$ cat config.mk
export PLATFORM = sky130hd
export DESIGN_NAME = multinoc_eject_ni
export DESIGN_NICKNAME = d
export VERILOG_FILES = /design/src/rtl/multinoc_eject_ni.sv
export SDC_FILE = /design/constraint.sdc
export NUM_CORES = 1
export LEC_CHECK = 0
export BUFFER_PORTS_ARGS = -buffer_cell sky130_fd_sc_hd__buf_2
export CAP_MARGIN = 40
export CORE_UTILIZATION = 60
export DETAILED_ROUTE_END_ITERATION = 10
export PLACE_DENSITY = 0.78
export SYNTH_ARGS = -nofsm -noshare
export SYNTH_HDL_FRONTEND = slang
export SYNTH_SLANG_ARGS = --single-unit
$ cat constraint.sdc
create_clock -name clk -period 5.75 [get_ports clk]
set_input_delay 1.15 -clock clk [delete_from_list [all_inputs] [get_ports clk]]
set_output_delay 1.15 -clock clk [all_outputs]
set_load 0.02 [all_outputs]
$ cat src/rtl/multinoc_eject_ni.sv
// Ejection network interface: merges the local outputs of both BLESS router planes into one
// FIFO toward the PE. The routers cannot be stalled, so flits that do not fit are dropped and counted.
module multinoc_eject_ni #(
  parameter int FLIT_W = 32,
  parameter int DEPTH  = 8,
  parameter int PTR_W  = 3
) (
  input  logic              clk,
  input  logic              reset,
  input  logic [FLIT_W-1:0] ej_flit1,
  input  logic [FLIT_W-1:0] ej_flit2,
  output logic [FLIT_W-1:0] pe_flit,
  output logic              pe_valid,
  input  logic              pe_ready,
  output logic [PTR_W:0]    occupancy,
  output logic [15:0]       drop_cnt,
  output logic              overflow,
  input  logic              clr_overflow
);

  localparam logic [PTR_W+1:0] DEPTH_V = (PTR_W+2)'(DEPTH);

  logic [FLIT_W-1:0] mem [DEPTH];
  logic [PTR_W-1:0]  wr_ptr;
  logic [PTR_W-1:0]  rd_ptr;
  logic [PTR_W-1:0]  wr_ptr2;
  logic [PTR_W:0]    occ_q;
  logic [PTR_W:0]    occ_next;
  logic [PTR_W+1:0]  space;
  logic [15:0]       drop_q;
  logic [16:0]       drop_sum;
  logic              ovf_q;
  logic              v1;
  logic              v2;
  logic              wr1;
  logic              wr2;
  logic              pop;
  logic [1:0]        writes;
  logic [1:0]        drops;

  // PE handshake: pe_flit/pe_valid are presented whenever the FIFO holds data; a transfer
  // happens on any rising edge where pe_valid & pe_ready, and pe_flit holds until then.
  assign pe_valid  = (occ_q != '0);
  assign pe_flit   = pe_valid ? mem[rd_ptr] : '0;
  assign pop       = pe_valid & pe_ready;
  assign occupancy = occ_q;
  assign drop_cnt  = drop_q;
  assign overflow  = ovf_q;

  assign v1 = ej_flit1[FLIT_W-1];
  assign v2 = ej_flit2[FLIT_W-1];

  // A popping entry frees its slot for a write in the same cycle.
  assign space = DEPTH_V - {1'b0, occ_q} + {{(PTR_W+1){1'b0}}, pop};

  always_comb begin
    wr1 = 1'b0;
    wr2 = 1'b0;
    if (v1 && (space >= (PTR_W+2)'(1))) wr1 = 1'b1;
    if (v2 && (space >= ((PTR_W+2)'(1) + (PTR_W+2)'(wr1)))) wr2 = 1'b1;
  end

  assign writes   = {1'b0, wr1} + {1'b0, wr2};
  assign drops    = {1'b0, v1 & ~wr1} + {1'b0, v2 & ~wr2};
  assign wr_ptr2  = wr_ptr + PTR_W'(wr1);
  assign occ_next = occ_q + (PTR_W+1)'(writes) - (PTR_W+1)'(pop);
  assign drop_sum = {1'b0, drop_q} + 17'(drops);

  // Storage is deliberately not reset; pe_flit is masked while empty instead.
  always_ff @(posedge clk) begin
    if (wr1) mem[wr_ptr] <= ej_flit1;
    if (wr2) mem[wr_ptr2] <= ej_flit2;
  end

  always_ff @(posedge clk or negedge reset) begin
    if (!reset) begin
      wr_ptr <= '0;
      rd_ptr <= '0;
      occ_q  <= '0;
      drop_q <= '0;
      ovf_q  <= 1'b0;
    end else begin
      wr_ptr <= wr_ptr + PTR_W'(writes);
      if (pop) rd_ptr <= rd_ptr + PTR_W'(1);
      occ_q  <= occ_next;
      drop_q <= drop_sum[16] ? 16'hFFFF : drop_sum[15:0];
      // A drop in the same cycle as a clear keeps the flag set.
      if (drops != 2'd0)    ovf_q <= 1'b1;
      else if (clr_overflow) ovf_q <= 1'b0;
    end
  end

endmodule

# [After elaboration in Yosys (flattened, before gate mapping)]
# Memories as Yosys holds them, arrays and structs flattened.
# Cells that the tools add are included.
[op_classes] reduce_logical=5 n_mux=10 n_bitwise=5 n_lt_le_gt_ge=2 n_addsub=11
[ops] cell="32-bit 2-to-1 mux" n=1
[ops] cell="16-bit by 2-bit adder with 17-bit output" n=1
[ops] cell="16-bit 2-to-1 mux" n=1
[ops] cell="1-bit 2-to-1 mux" n=8
[ops] cell="5-bit by 1-bit adder with 5-bit output" n=1
[ops] cell="5-bit by 1-bit >= comparator with 1-bit output, second input constant" n=1
[ops] cell="5-bit by 2-bit >= comparator with 1-bit output" n=1
[ops] cell="4-bit by 4-bit subtractor with 5-bit output, first input constant" n=1
[ops] cell="1-bit by 1-bit adder with 2-bit output" n=2
[ops] cell="4-bit by 2-bit adder with 4-bit output" n=1
[ops] cell="2-bit nonzero test" n=2
[ops] cell="4-bit nonzero test" n=1
[ops] cell="4-bit by 1-bit subtractor with 4-bit output" n=1
[ops] cell="3-bit by 1-bit adder with 3-bit output" n=1
[ops] cell="3-bit by 1-bit adder with 3-bit output, second input constant" n=1
[ops] cell="3-bit by 2-bit adder with 3-bit output" n=1
[ops] cell="1-bit AND" n=3
[ops] cell="1-bit by 1-bit adder with 2-bit output, first input constant" n=1
[ops] cell="1-bit logical AND" n=2
[ops] cell="1-bit NOT" n=2
[word_totals] output_inout_bits=54 ram_bits=256 register_bits=27 memories=1 inputBits=68
[memory_table] memory="mem" depth=8 word_bits=32 rd=1 rd_ports_with_merged_regs=0 wr=2 line="23" source="logic [FLIT_W-1:0] mem [DEPTH];"

# [Logic depth before layout (Yosys ltp)]
[depth] depth_word=15 ltp_mapped=26 ltp_nobuf=25

# [Worst setup path before layout]
# OpenSTA, ideal clock, no wires.
[synth_path] kind="reg2reg" from="register occ_q[2] (netlist: occupancy[2])" to="memory mem[2][0] (enable)" required_time_ps=5092 stages_incl_launch_ff=21 arrival_time_ps=4888 n_path_buf=3 setup_slack_ps=204 cell_sequence="dfrtp_1 inv_1 ha_1 and3_1 clkbuf_1 inv_1 nand2_1 ha_1 inv_1 ha_1 nor3_1 a31oi_2 o21ai_0 ha_1 nand3_1 nor2_1 a2111oi_4 or4_1 buf_6 buf_12 o21ai_0"
[synth_lines] item="start: declaration" line="27" source="logic [PTR_W:0] occ_q;"
[synth_lines] item="start signal: assignment" line="85" source="occ_q <= occ_next;"
[synth_lines] item="end: declaration" line="23"

# [Worst setup path after layout]
[layout_path] from="register occ_q[2] (netlist: occupancy[2])" to="register drop_q[4] (netlist: drop_cnt[4])"
[layout_between] elab_chain_cells=15
[layout_rtl] item="parallel branches: the longest is 2 deep, another holds 4-bit by 4-bit subtractor with 5-bit output"
[layout_rtl] item="5-bit by 1-bit adder with 5-bit output (*)" line="54" source="assign space = DEPTH_V - {1'b0, occ_q} + {{(PTR_W+1){1'b0}}, pop};"
[layout_rtl] item="5-bit by 1-bit >= comparator with 1-bit output" line="59" source="if (v1 && (space >= (PTR_W+2)'(1))) wr1 = 1'b1;"
[layout_rtl] item="1-bit logical AND" line="59"
[layout_rtl] item="1-bit 2-to-1 mux" line="59"
[layout_rtl] item="1-bit by 1-bit adder with 2-bit output" line="60" source="if (v2 && (space >= ((PTR_W+2)'(1) + (PTR_W+2)'(wr1)))) wr2 = 1'b1;"
[layout_rtl] item="5-bit by 2-bit >= comparator with 1-bit output" line="60"
[layout_rtl] item="1-bit logical AND" line="60"
[layout_rtl] item="1-bit 2-to-1 mux" line="60"
[layout_rtl] item="1-bit NOT" line="64" source="assign drops = {1'b0, v1 & ~wr1} + {1'b0, v2 & ~wr2};"
[layout_rtl] item="1-bit AND" line="64"
[layout_rtl] item="1-bit by 1-bit adder with 2-bit output (*)" line="64"
[layout_rtl] item="16-bit by 2-bit adder with 17-bit output (*)" line="67" source="assign drop_sum = {1'b0, drop_q} + 17'(drops);"
[layout_rtl] item="16-bit 2-to-1 mux (*)" line="86" source="drop_q <= drop_sum[16] ? 16'hFFFF : drop_sum[15:0];"
[layout_rtl] item="end signal: assignment" line="86"
[layout_rtl] item="end: declaration" line="30" source="logic [15:0] drop_q;"
# Mark *: on every way between the ends.
# A chain may end at the register's enable or synchronous reset.

==> results.yml <==
status:
  outcome: "finished clean"
detailed_routing:
  drt_first_pass_iters: 5
  vias: 8225
  finalWirelength_um: 32200
  detail_route.iter0.violations: 755
  number_of_drc_violations_after_detailed_routing: 0
  viasPerCell: 6.07
  wl_per_cell_um: 23.8
  ant_nets: 0
yosys:
  synth_adder_area_share: 0.0210
  postSynth.topFlopCell: "edfxtp_1"
  area_of_the_mapped_netlist_mm2: 0.0148
  synth.distinct_cells: 40
  postSynthNetCount: 962
  synth_sequential_area_ratio: 0.567
  synth_largest_area_cell: "edfxtp_1"
  synth.mux.area_fraction: 0.324
  synth_top_cells_by_area: "edfxtp_1 (52%), mux2_2 (15%), mux4_2 (9.8%)"
  synth_simple_gate_area_frac: 0.0366
  post_synth_xor_area_fraction: 0.0113
  asyncSetResetFlopFracSynth: 0.0954
  ys_warn_count: 0
  yosys_register_bits: 283
  post_synth_edffs: 256
  synthCells: 871
  synth_top_area_share: 0.521
  synth_top_family_by_area: "multiplexers"
  synth_compound_area_frac: 0.0102
  postSynthAreaPerCell_um2: 16.9
cts:
  worst_skew_pair.late_latency_ps: 560
  post_cts_buffers: 0
  post_cts_hold_buffer_count: 0
  number_of_buffers_created_by_cts: 30
  clk_pin_slew_ps: 60
  clock-sinks: 283
  cts_tree: "yes"
  ctsLongestPathBuffers: 3
  cts.root.buffer_cell: "clkbuf_16"
  cts.repair.resized: 0
  cts-htree-levels: 1
floorplanning:
  initial_core_util: 0.608
  die_area_mm2: 0.0252
  num_rows: 57
  die_w_um: 159
  floorplan.die.height_um: 159
  number_of_ports_placed_on_the_die_boundary: 122
  core_region_area_mm2: 0.0242
worst_setup_path:
  timing.critical_path.to: "drop_cnt[4]$_DFF_PN0_"
  critPathMaxFanout: 13
  worstPathArrival_ps: 5570
  critical_path.startpoint_type: "register"
  cp-end-kind: "register"
  cp_num_cells: 23
  cp_cell_sequence: "inv_1, ha_1, and3_2, inv_1, nand2_1, ha_1, inv_1, ha_1, nor3_1, a31oi_2, o21ai_0, ha_1, nand3_1, nor2_1, a2111oi_4, nand2_1, ha_1, ha_1, fa_1, nand4_1, nor2_1, nand3_1, o21ai_0"
  cp_num_buf_inv: 3
  timing.critical_path.slowest_stage_cell: "fa_1"
  path_class: "register to register"
  worst-r2r-setup-slack_ps: 570
  cp_max_stage_delay_ps: 440
  timing.rr.end: "drop_cnt[4]$_DFF_PN0_"
  worst_r2r_path_depth: 23
  path_delay_family: "adder cells"
  timing.critical_path.mode_cell: "ha_1"
  timing.critical_path.from: "occupancy[2]$_DFF_PN0_"
  worstPathRequired_ps: 6150
  crit-reg2reg-launch: "occupancy[2]$_DFF_PN0_"
global_routing:
  grt_usage: 0.261
  wire_length_of_the_first_global_routing_pass_um: 50000
  grt_max_degree: 41
  grt_antenna_before_repair: 3
  first_global_vias: 8540
  grt.overflow.total: 0
timing:
  setup_viol_count_final: 0
  timing.final.crit_share: 0.900
  worst_slew_pin_slew_ps: 807
  fin_worst_skew_ps: 16.0
  timing.final.max_slew_violations: 0
  fmax_mhz: 193
  timing.final.crit_period_ps: 5180
  final_report_hold_violation_count: 0
  rsz0062_at_grt: "false"
  finalSetupTns_ps: 0
  slew_headroom: 0.461
power:
  total_leakage_power_nw: 6.35
  post-layout-total-power_mw: 9.28
  irDropWorstVdd_uv: 369
  power_density_over_cell_area_mw_per_mm2: 553
cells_and_area:
  layout_cell_area_excl_fill_mm2: 0.0168
  layout.cells.most_common: "edfxtp_1"
  most-common-layout-cells: "edfxtp_1 (256), mux2_2 (193), buf_2 (121)"
  num-nets-final: 1095
  flow.area_growth_from_synthesis_pct: 13.9
  final_layout_size_suffix_gt1_frac: 0.522
hold_path:
  min-delay-path-class: "register to register"
placement:
  gp_congestion: 0.800
  area_after_dpl_mm2: 0.0159
  detailed_place_hpwl_um: 19300
  io_buffers: 121
run:
  max_capacitance_violation_total: 0
[how the worst min path moves through the flow]
stage                                    start                    to  slack, ps  cells past startpoint
after floorplan            wr_ptr[2]$_DFF_PN0_   wr_ptr[2]$_DFF_PN0_        490                      1
after global placement    overflow$_DFFE_PN0P_  overflow$_DFFE_PN0P_        510                      2
after detailed placement  overflow$_DFFE_PN0P_  overflow$_DFFE_PN0P_        510                      2
after CTS                 overflow$_DFFE_PN0P_  overflow$_DFFE_PN0P_        520                      2
after global routing      overflow$_DFFE_PN0P_  overflow$_DFFE_PN0P_        550                      2
final                     overflow$_DFFE_PN0P_  overflow$_DFFE_PN0P_        520                      2
[report_power, final]
part	total, mW	internal [mW]	switching [mW]
sequential	3.38	3.12	0.255
combinational	4.11	1.81	2.30
clock	1.80	1.00	0.795
total	9.28	5.94	3.35
[worst reg2reg max path, stage by stage, from the launching register on]
cell       delay [ps]
dfrtp_1           410
inv_1             180
ha_1              180
and3_2            190
inv_1              50
nand2_1           150
ha_1              220
inv_1              60
ha_1              220
nor3_1            230
a31oi_2            90
o21ai_0           340
ha_1              340
nand3_1            80
nor2_1             70
a2111oi_4         310
nand2_1           130
ha_1              290
ha_1              210
fa_1              440
nand4_1           130
nor2_1             90
nand3_1           410
o21ai_0           190
[synth_stat cells, drive strengths merged, types with 11 or more instances]
cell type	instances
edfxtp	256
mux2	249
mux4	64
nor2	40
buf	39
mux2i	33
dfrtp	27
nand2	25
inv	22
ha	20
clkbuf	11
nand2b	11
[layer usage]
layer,wire length [um],track usage,vias up
li1,-,-,3693
met1,13800,0.363,4236
met2,16100,0.443,243
met3,1840,0.0392,51
met4,461,0.0477,2
met5,8,0,-
[cell type report]
type                       count  area, um^2
antenna                        2        5.00
clock buffer                  34         766
clock inverter                22         145
fill                        1628        7450
inverter                      22        82.6
multi-input combinational    516        6080
sequential                   283        8370
tap                          324         405
timing repair buffer         151         937
[kinds of logic (layout without fill, tap and decap cells)]
group | count (synthesis) | in the layout
AO/OA/AOI/OAI | 19 | 19
XOR/XNOR | 19 | 19
adder cells (fa/ha/maj) | 23 | 23
buffers and inverters | 72 | 229
flip-flops | 283 | 283
multiplexers | 346 | 346
other | 0 | 2
AND/OR/NAND/NOR | 109 | 109
[state kept, by name, summed over array words and instances, names as in the netlist]
signal     count
mem          256
drop_cnt      16
occupancy      4
rd_ptr         3
wr_ptr         3
overflow       1
[per-stage QoR]
step | hold slack (ps) | worst slack (ps) | util | cells
CTS | 522 | 597 | 0.692 | 1352
floorplan | 490 | 204 | - | 871
global placement | 506 | 562 | 0.652 | 1293
detailed placement | 512 | 339 | 0.655 | 1296
global route | 550 | 171 | 0.693 | 1353
finish | 517 | 573 | 0.693 | 1354
Note: power is estimated with default switching activity, not from simulation.
